--- src/rtl/note_pkg.sv ---
// note_pkg: note codes and score width shared by the score updater slice.
package note_pkg;
    typedef enum logic [2:0] {
        NOTE_REST = 3'd0,
        NOTE_C    = 3'd1,
        NOTE_D    = 3'd2,
        NOTE_E    = 3'd3,
        NOTE_F    = 3'd4,
        NOTE_G    = 3'd5,
        NOTE_A    = 3'd6,
        NOTE_B    = 3'd7
    } note_e;
    localparam int SCORE_W = 64;
endpackage

--- src/rtl/score_updater_if.sv ---
// score_updater_if: chart note and pitch flags in, hit/note/score out.
interface score_updater_if;
    import note_pkg::*;
    logic [3:1]         currentNote;
    logic               A, As, B, Bs, C, Cs, D, Ds, E, Es, F, Fs, G, Gs;
    logic               hit;
    logic [SCORE_W-1:0] score;
    logic [3:1]         note;
    modport master (
        output currentNote, A, As, B, Bs, C, Cs, D, Ds, E, Es, F, Fs, G, Gs,
        input  hit, score, note
    );
    modport slave (
        input  currentNote, A, As, B, Bs, C, Cs, D, Ds, E, Es, F, Fs, G, Gs,
        output hit, score, note
    );
endinterface

--- src/rtl/note_matcher.sv ---
// note_matcher: selects the natural-note flag named by the chart note.
module note_matcher
    import note_pkg::*;
(
    input  logic [3:1] i_note,
    input  logic [7:1] i_nat,
    input  logic [6:0] i_sharp,
    output logic       o_match
);
    logic [7:0] w_sel;
    // sharps can never satisfy a natural target; they are accepted but ignored
    logic       w_unused_sharp;
    assign w_sel          = {i_nat, 1'b0};
    assign w_unused_sharp = |i_sharp;
    assign o_match        = (i_note != NOTE_REST) && w_sel[i_note];
endmodule

--- src/rtl/score_updater.sv ---
// score_updater: registers hit/note and adds POINTS per SCORE_PERIOD
// consecutive matching cycles, saturating at all-ones.
module score_updater
    import note_pkg::*;
#(
    parameter logic [SCORE_W-1:0] POINTS       = 64'd1,
    parameter int                 SCORE_PERIOD = 1000
) (
    input  logic              clk,
    input  logic              reset,
    score_updater_if.slave    bus
);
    localparam int CW = $clog2(SCORE_PERIOD) + 1;
    logic               w_match;
    logic               w_wrap;
    logic [SCORE_W:0]   w_sum;
    logic [CW-1:0]      r_cnt;
    logic               r_hit;
    logic [3:1]         r_note;
    logic [SCORE_W-1:0] r_score;
    note_matcher u_match (
        .i_note  (bus.currentNote),
        .i_nat   ({bus.B, bus.A, bus.G, bus.F, bus.E, bus.D, bus.C}),
        .i_sharp ({bus.As, bus.Bs, bus.Cs, bus.Ds, bus.Es, bus.Fs, bus.Gs}),
        .o_match (w_match)
    );
    assign w_wrap = r_cnt == CW'(SCORE_PERIOD - 1);
    assign w_sum  = {1'b0, r_score} + {1'b0, POINTS};
    always_ff @(posedge clk or negedge reset) begin
        if (!reset) begin
            r_cnt   <= '0;
            r_hit   <= 1'b0;
            r_note  <= '0;
            r_score <= '0;
        end else begin
            r_hit  <= w_match;
            r_note <= bus.currentNote;
            if (!w_match) begin
                r_cnt <= '0;
            end else if (w_wrap) begin
                r_cnt   <= '0;
                r_score <= w_sum[SCORE_W] ? '1 : w_sum[SCORE_W-1:0];
            end else begin
                r_cnt <= r_cnt + CW'(1);
            end
        end
    end
    assign bus.hit   = r_hit;
    assign bus.note  = r_note;
    assign bus.score = r_score;
endmodule

--- src/flat_wrapper.sv ---
// flat-port wrapper written by rule: the top's interface ports become plain ports
module score_updater_flat import note_pkg::*;
#(
    parameter logic [SCORE_W-1:0] POINTS       = 64'd1,
    parameter int                 SCORE_PERIOD = 1000
)
  (clk, reset, bus_currentNote, bus_A, bus_As, bus_B, bus_Bs, bus_C, bus_Cs, bus_D, bus_Ds, bus_E, bus_Es, bus_F, bus_Fs, bus_G, bus_Gs, bus_hit, bus_score, bus_note);
  score_updater_if bus_i ();
  input  logic clk;
  input  logic reset;
  input wire logic [$bits(bus_i.currentNote)-1:0] bus_currentNote;
  input wire logic [$bits(bus_i.A)-1:0] bus_A;
  input wire logic [$bits(bus_i.As)-1:0] bus_As;
  input wire logic [$bits(bus_i.B)-1:0] bus_B;
  input wire logic [$bits(bus_i.Bs)-1:0] bus_Bs;
  input wire logic [$bits(bus_i.C)-1:0] bus_C;
  input wire logic [$bits(bus_i.Cs)-1:0] bus_Cs;
  input wire logic [$bits(bus_i.D)-1:0] bus_D;
  input wire logic [$bits(bus_i.Ds)-1:0] bus_Ds;
  input wire logic [$bits(bus_i.E)-1:0] bus_E;
  input wire logic [$bits(bus_i.Es)-1:0] bus_Es;
  input wire logic [$bits(bus_i.F)-1:0] bus_F;
  input wire logic [$bits(bus_i.Fs)-1:0] bus_Fs;
  input wire logic [$bits(bus_i.G)-1:0] bus_G;
  input wire logic [$bits(bus_i.Gs)-1:0] bus_Gs;
  output wire logic [$bits(bus_i.hit)-1:0] bus_hit;
  output wire logic [$bits(bus_i.score)-1:0] bus_score;
  output wire logic [$bits(bus_i.note)-1:0] bus_note;
  assign bus_i.currentNote = bus_currentNote;
  assign bus_i.A = bus_A;
  assign bus_i.As = bus_As;
  assign bus_i.B = bus_B;
  assign bus_i.Bs = bus_Bs;
  assign bus_i.C = bus_C;
  assign bus_i.Cs = bus_Cs;
  assign bus_i.D = bus_D;
  assign bus_i.Ds = bus_Ds;
  assign bus_i.E = bus_E;
  assign bus_i.Es = bus_Es;
  assign bus_i.F = bus_F;
  assign bus_i.Fs = bus_Fs;
  assign bus_i.G = bus_G;
  assign bus_i.Gs = bus_Gs;
  assign bus_hit = bus_i.hit;
  assign bus_score = bus_i.score;
  assign bus_note = bus_i.note;
  score_updater #(.POINTS(POINTS), .SCORE_PERIOD(SCORE_PERIOD)) u_core (.clk(clk), .reset(reset), .bus(bus_i));
endmodule
--- config.mk ---
export PLATFORM = sky130hd
export DESIGN_NAME = score_updater_flat
export DESIGN_NICKNAME = d
export VERILOG_FILES = /design/src/rtl/note_pkg.sv /design/src/rtl/score_updater_if.sv /design/src/rtl/note_matcher.sv /design/src/rtl/score_updater.sv /design/src/flat_wrapper.sv
export SDC_FILE = /design/constraint.sdc
export NUM_CORES = 1
export LEC_CHECK = 0
export BUFFER_PORTS_ARGS = -buffer_cell sky130_fd_sc_hd__buf_2
export CAP_MARGIN = 0
export CORE_MARGIN = 5
export CORE_UTILIZATION = 50
export CTS_CLUSTER_SIZE = 8
export DETAILED_ROUTE_END_ITERATION = 6
export PLACE_DENSITY = 0.82
export SLEW_MARGIN = 0
export SYNTH_ARGS = -nofsm -noshare
export SYNTH_HDL_FRONTEND = slang
export SYNTH_SLANG_ARGS = --single-unit
--- constraint.sdc ---
create_clock -name clk -period 3.14 [get_ports clk]
set_input_delay 0.628 -clock clk [delete_from_list [all_inputs] [get_ports clk]]
set_output_delay 0.628 -clock clk [all_outputs]
set_load 0.03 [all_outputs]
# [After elaboration in Yosys (flattened, before gate mapping)]
# Index checks and enable logic that the tools add are counted.
[word_totals] register_bits=79 romBits=0 output_inout_bits=68 latchBits=0 in_bits=19 word_cells=16 mem_count=0 mem_bits_rw=0
[classes] n_div=0 n_reduce_logical=3 n_eq_ne=1 mul=0 order_cmp=1 n_shift=0 mux=5 bitwise_logic=0 addsub=2
[op_table] operator="$add 64x1->65 const B" count=1
[op_table] operator="$mux 64" count=1
[op_table] operator="$mux 11" count=2
[op_table] operator="$add 11x1->11 const B" count=1
[op_table] operator="$eq 11x10->1 const B" count=1
[op_table] operator="$lt 3x4->1 const B" count=1
[op_table] operator="$bmux 1 s3" count=1
[op_table] operator="$reduce_bool 3->1" count=1
[op_table] operator="$reduce_and 2->1" count=1
[op_table] operator="$logic_and 1x1->1" count=1
[op_table] operator="$mux 1" count=1

# [Logic depth before layout (Yosys ltp)]
[logic_depth] depth_word=4 ltp_mapped=8 ltp_nobuf=6

# [By module]
# A second synthesis with hierarchy kept.
[hier_totals] cells_unflattened=480 area_unflattened_um2=4366.7
[modules_own_cells] mod="score_updater" cells_per_inst=475 n_inst=1 area_each_um2=4302.9 seq_area_each_um2=1976.9
[modules_own_cells] mod="note_matcher" cells_per_inst=5 n_inst=1 area_each_um2=63.8 seq_area_each_um2=0.0

# [Worst setup path after synthesis]
# Ideal clock, no wire load.
[synth_timing] kind="register to register" from="register u_core.r_score[8] (netlist: u_core.bus.score[8])" to="register u_core.r_score[41] (netlist: u_core.bus.score[41])" arrival_time_ns=2.539 setup_time_ns=0.087 slack_ns=0.515 synth_period_minus_slack_ns=2.625 n_path_buf=2 path_stages_with_launch=8 required_ns=3.053 cell_sequence="dfrtp_1 nand4_1 or4_1 or4_1 or4_1 clkbuf_1 buf_2 o211ai_1"
[synth_via] elab_chain_cells=2
[synth_lines] item="start: declaration" line_no="score_updater.sv:20" source="logic [SCORE_W-1:0] r_score;"
[synth_lines] item="start signal: assignment" line_no="score_updater.sv:42" source="r_score <= w_sum[SCORE_W] ? '1 : w_sum[SCORE_W-1:0];"
[synth_lines] item="$add 64x1->65" line_no="score_updater.sv:28" source="assign w_sum = {1'b0, r_score} + {1'b0, POINTS};"
[synth_lines] item="$mux 64" line_no="score_updater.sv:42"
# Every way passes these cells.
# A chain may end at the register's enable or synchronous reset.

# [Final worst setup path]
[layout_timing] from="register u_core.r_cnt[4]" to="register u_core.r_score[20] (netlist: u_core.bus.score[20])"
[layout_via] elab_chain_cells=2
[layout_lines] item="start: declaration" line_no="score_updater.sv:17" source="logic [CW-1:0] r_cnt;"
[layout_lines] item="start signal: assignment" line_no="score_updater.sv:44" source="r_cnt <= r_cnt + CW'(1);"
[layout_lines] item="$eq 11x10->1" line_no="score_updater.sv:27" source="assign w_wrap = r_cnt == CW'(SCORE_PERIOD - 1);"
[layout_lines] item="$reduce_and 2->1 (no line)"
# Every way passes these cells.

==> flow_metrics.tcl <==
set metrics [dict create \
    outcome "complete, but fails checks" \
    violations "DRC" \
    grt_use_total 0.265 \
    hpwl_mm 10.3 \
    clock.fmax_mhz 364 \
    fillers 808 \
    yosysMostFrequentCell "dfrtp_1" \
    rsz0062_at_grt "no" \
    synthesis.nets 529 \
    yosysTopAreaCell "dfrtp_1" \
    fin_worst_skew_ns 0.00964 \
    antenna_found_initial 0 \
    post_cts_buffers 0 \
    finalSetupViolCount 0 \
    num_vias 4744 \
    synth.distinct_cells 45 \
    max_stage_delay_ns 0.65 \
    ys_ff_latch 79 \
    cap_violations 0 \
    chipHeight_um 106 \
    synth_top_area_frac 0.431 \
    path_common_cell "or4_1" \
    synth_area_um2 4590 \
    max_slew.worst_pin.slew_ns 1.01 \
    use_met1 0.352 \
    final_nets 622 \
    synth-seq-area-share 0.431 \
    maxSlewHeadroom 0.329 \
    worstSetupEndpointType "flip-flop" \
    cts_resized 0 \
    period_needed_ns 2.75 \
    numCtsBuffers 9 \
    dr.first_iter.drc_count 463 \
    crit_slowest_cell "or4_1" \
    power_density_nw_per_um2 436 \
    insertion_delay_ns 0.37 \
    slew_violations 0 \
    grt_util_met2 0.421 \
    wl_per_cell_um 19.8 \
    htreeDepth 3 \
    p_leak_nw 2.27 \
    clkTransAtPathRegs_ns 0.09 \
    grt_pass1_wl_mm 23.8 \
    io-pin-count 87 \
    grt-ovfl-total 0 \
    cp.arrival_ns 3.05 \
    ant_nets 0 \
    setup-tns-final_ns 0 \
    start_kind "flip-flop" \
    crit_family "simple AND/OR/NAND/NOR gates" \
    rows 35 \
    fp.dieW_um 106 \
    drive_gt1_frac 0.218 \
    hold_class "primary input to asynchronous set/reset pin" \
    clock-sinks 79 \
    fin_crit_sh 0.876 \
    crit_fanout 8 \
    worstPathRequired_ns 3.44 \
    drc 2 \
    place_inst 701 \
    grt_max_degree 80 \
    ys_top_cells_by_area "dfrtp_1, nand4_1, nand3_1" \
    synth_edf_count 0 \
    cts_tree "built" \
    syn-instance-count 508 \
    ir_drop_uv 266 \
    first_pass_iters 7 \
    hold_buffers 0 \
    diodes 0 \
    coreArea_um2 9110 \
    grt-busiest-layer "met2" \
    dieArea_um2 11200 \
    crit_chain "or4b_4, or3_1, or4_1, or4_1, nand3_1" \
    post_synth.cell_area_avg_um2 9.03 \
    final_hold_viol_count 0 \
    cts_buffer_depth 2 \
    drt_wl_total_mm 14.2 \
    path_buf_inv 0 \
    viasPerCell 6.62 \
    gp_congestion 0.953 \
    grtUsageMet3 0.0478 \
    final_cells 717 \
    area_growth_pct 18.3 \
    root_buffer "clkbuf_8" \
    synthTopCellsByCount "dfrtp_1, nand2_1, nand4_1" \
    synthArstFlopShare 1.00 \
    placement.io_buffers 79 \
    synth_flop_cell "dfrtp_1" \
    start_util 0.503 \
    critPathKind "flip-flop to flip-flop" \
    grt_pass1_vias 4638 \
    ys_warn_count 0 \
]
[area by class of cell]
| class | count | area (µm²) | share of cell area |
|---|---|---|---|
| Multi-Input combinational cell | 388 | 2460 | 0.454 |
| Sequential cell | 79 | 1980 | 0.365 |
| Timing Repair Buffer | 101 | 563 | 0.104 |
| Tap cell | 111 | 139 | 0.0256 |
| Clock buffer | 9 | 124 | 0.0228 |
| Inverter | 22 | 82.6 | 0.0152 |
| Clock inverter | 7 | 76.3 | 0.0141 |
[state kept, by name (all words and copies together), names as in the netlist]
name              flops
u_core.bus.hit        1
u_core.bus.note       3
u_core.bus.score     64
u_core.r_cnt         11
[cell families after synthesis]
| family | share of synthesized area |
|---|---|
| AND/OR/NAND/NOR | 0.336 |
| flip-flops | 0.431 |
| AO/OA/AOI/OAI | 0.100 |
| buffers and inverters | 0.0355 |
| multiplexers | 0.0589 |
| XOR/XNOR | 0.0325 |
| adder cells (fa/ha/maj) | 0.00546 |
[cell usage in the layout (no fill, tap or decap), types with 15 or more instances in the layout]
cell     Yosys  final
buf_2        7     78
nand3_1     41     41
or4_1       20     20
a21oi_1     24     24
dfrtp_1     79     79
nand2_1     44     44
and4_1      17     17
nor3_1      15     15
inv_1       21     21
nand4_1     42     42
buf_4        0     23
mux2i_1     18     18
nor2_1      23     23
nor4_1      21     20
[power by group]
group,total [mW],internal (mW),switching [mW]
Sequential,1.17,1.08,0.0963
Clock,0.798,0.374,0.423
Combinational,0.396,0.127,0.269
Total,2.37,1.58,0.788
[metrics by stage]
| step | worst slack [ns] | instance area, µm² | power [mW] | utilization | hold WS (ns) |
|---|---|---|---|---|---|
| 6_report | 0.391 | 5420 | 2.37 | 0.595 | 0.417 |
| 4_1_cts | 0.405 | 5420 | 2.37 | 0.595 | 0.410 |
| 3_3_place_gp | 0.461 | 5220 | 1.57 | 0.573 | 0.478 |
| 2_1_floorplan | 0.515 | 4590 | 1.42 | - | 0.332 |
| 3_5_place_dp | 0.432 | 5220 | 1.58 | 0.573 | 0.495 |
| 5_1_grt | 0.325 | 5420 | 2.47 | 0.595 | 0.412 |
[final timing paths]
check / cells past startpoint / endpoint / from / slack [ns]
max reg2reg: 5 / u_core.bus.score[20]$_DFFE_PN0P_ / u_core.r_cnt[4]$_DFF_PN0_ / 0.39
min: 1 / u_core.r_cnt[8]$_DFF_PN0_ / reset / 0.42
max in group asynchronous: 1 / u_core.bus.score[35]$_DFFE_PN0P_ / reset / 2.07
min reg2reg: 1 / u_core.r_cnt[0]$_DFF_PN0_ / u_core.r_cnt[0]$_DFF_PN0_ / 0.51
max: 5 / u_core.bus.score[20]$_DFFE_PN0P_ / u_core.r_cnt[4]$_DFF_PN0_ / 0.39
min in group clk: 1 / u_core.bus.note[3]$_DFF_PN0_ / bus_currentNote[2] / 0.42
[layer usage]
layer  wire length, µm  share of wire
met5                 0              0
met4               513          0.036
met3              1180          0.083
met2              6640           0.47
met1              5840           0.41
(Power assumes the default switching activity.)
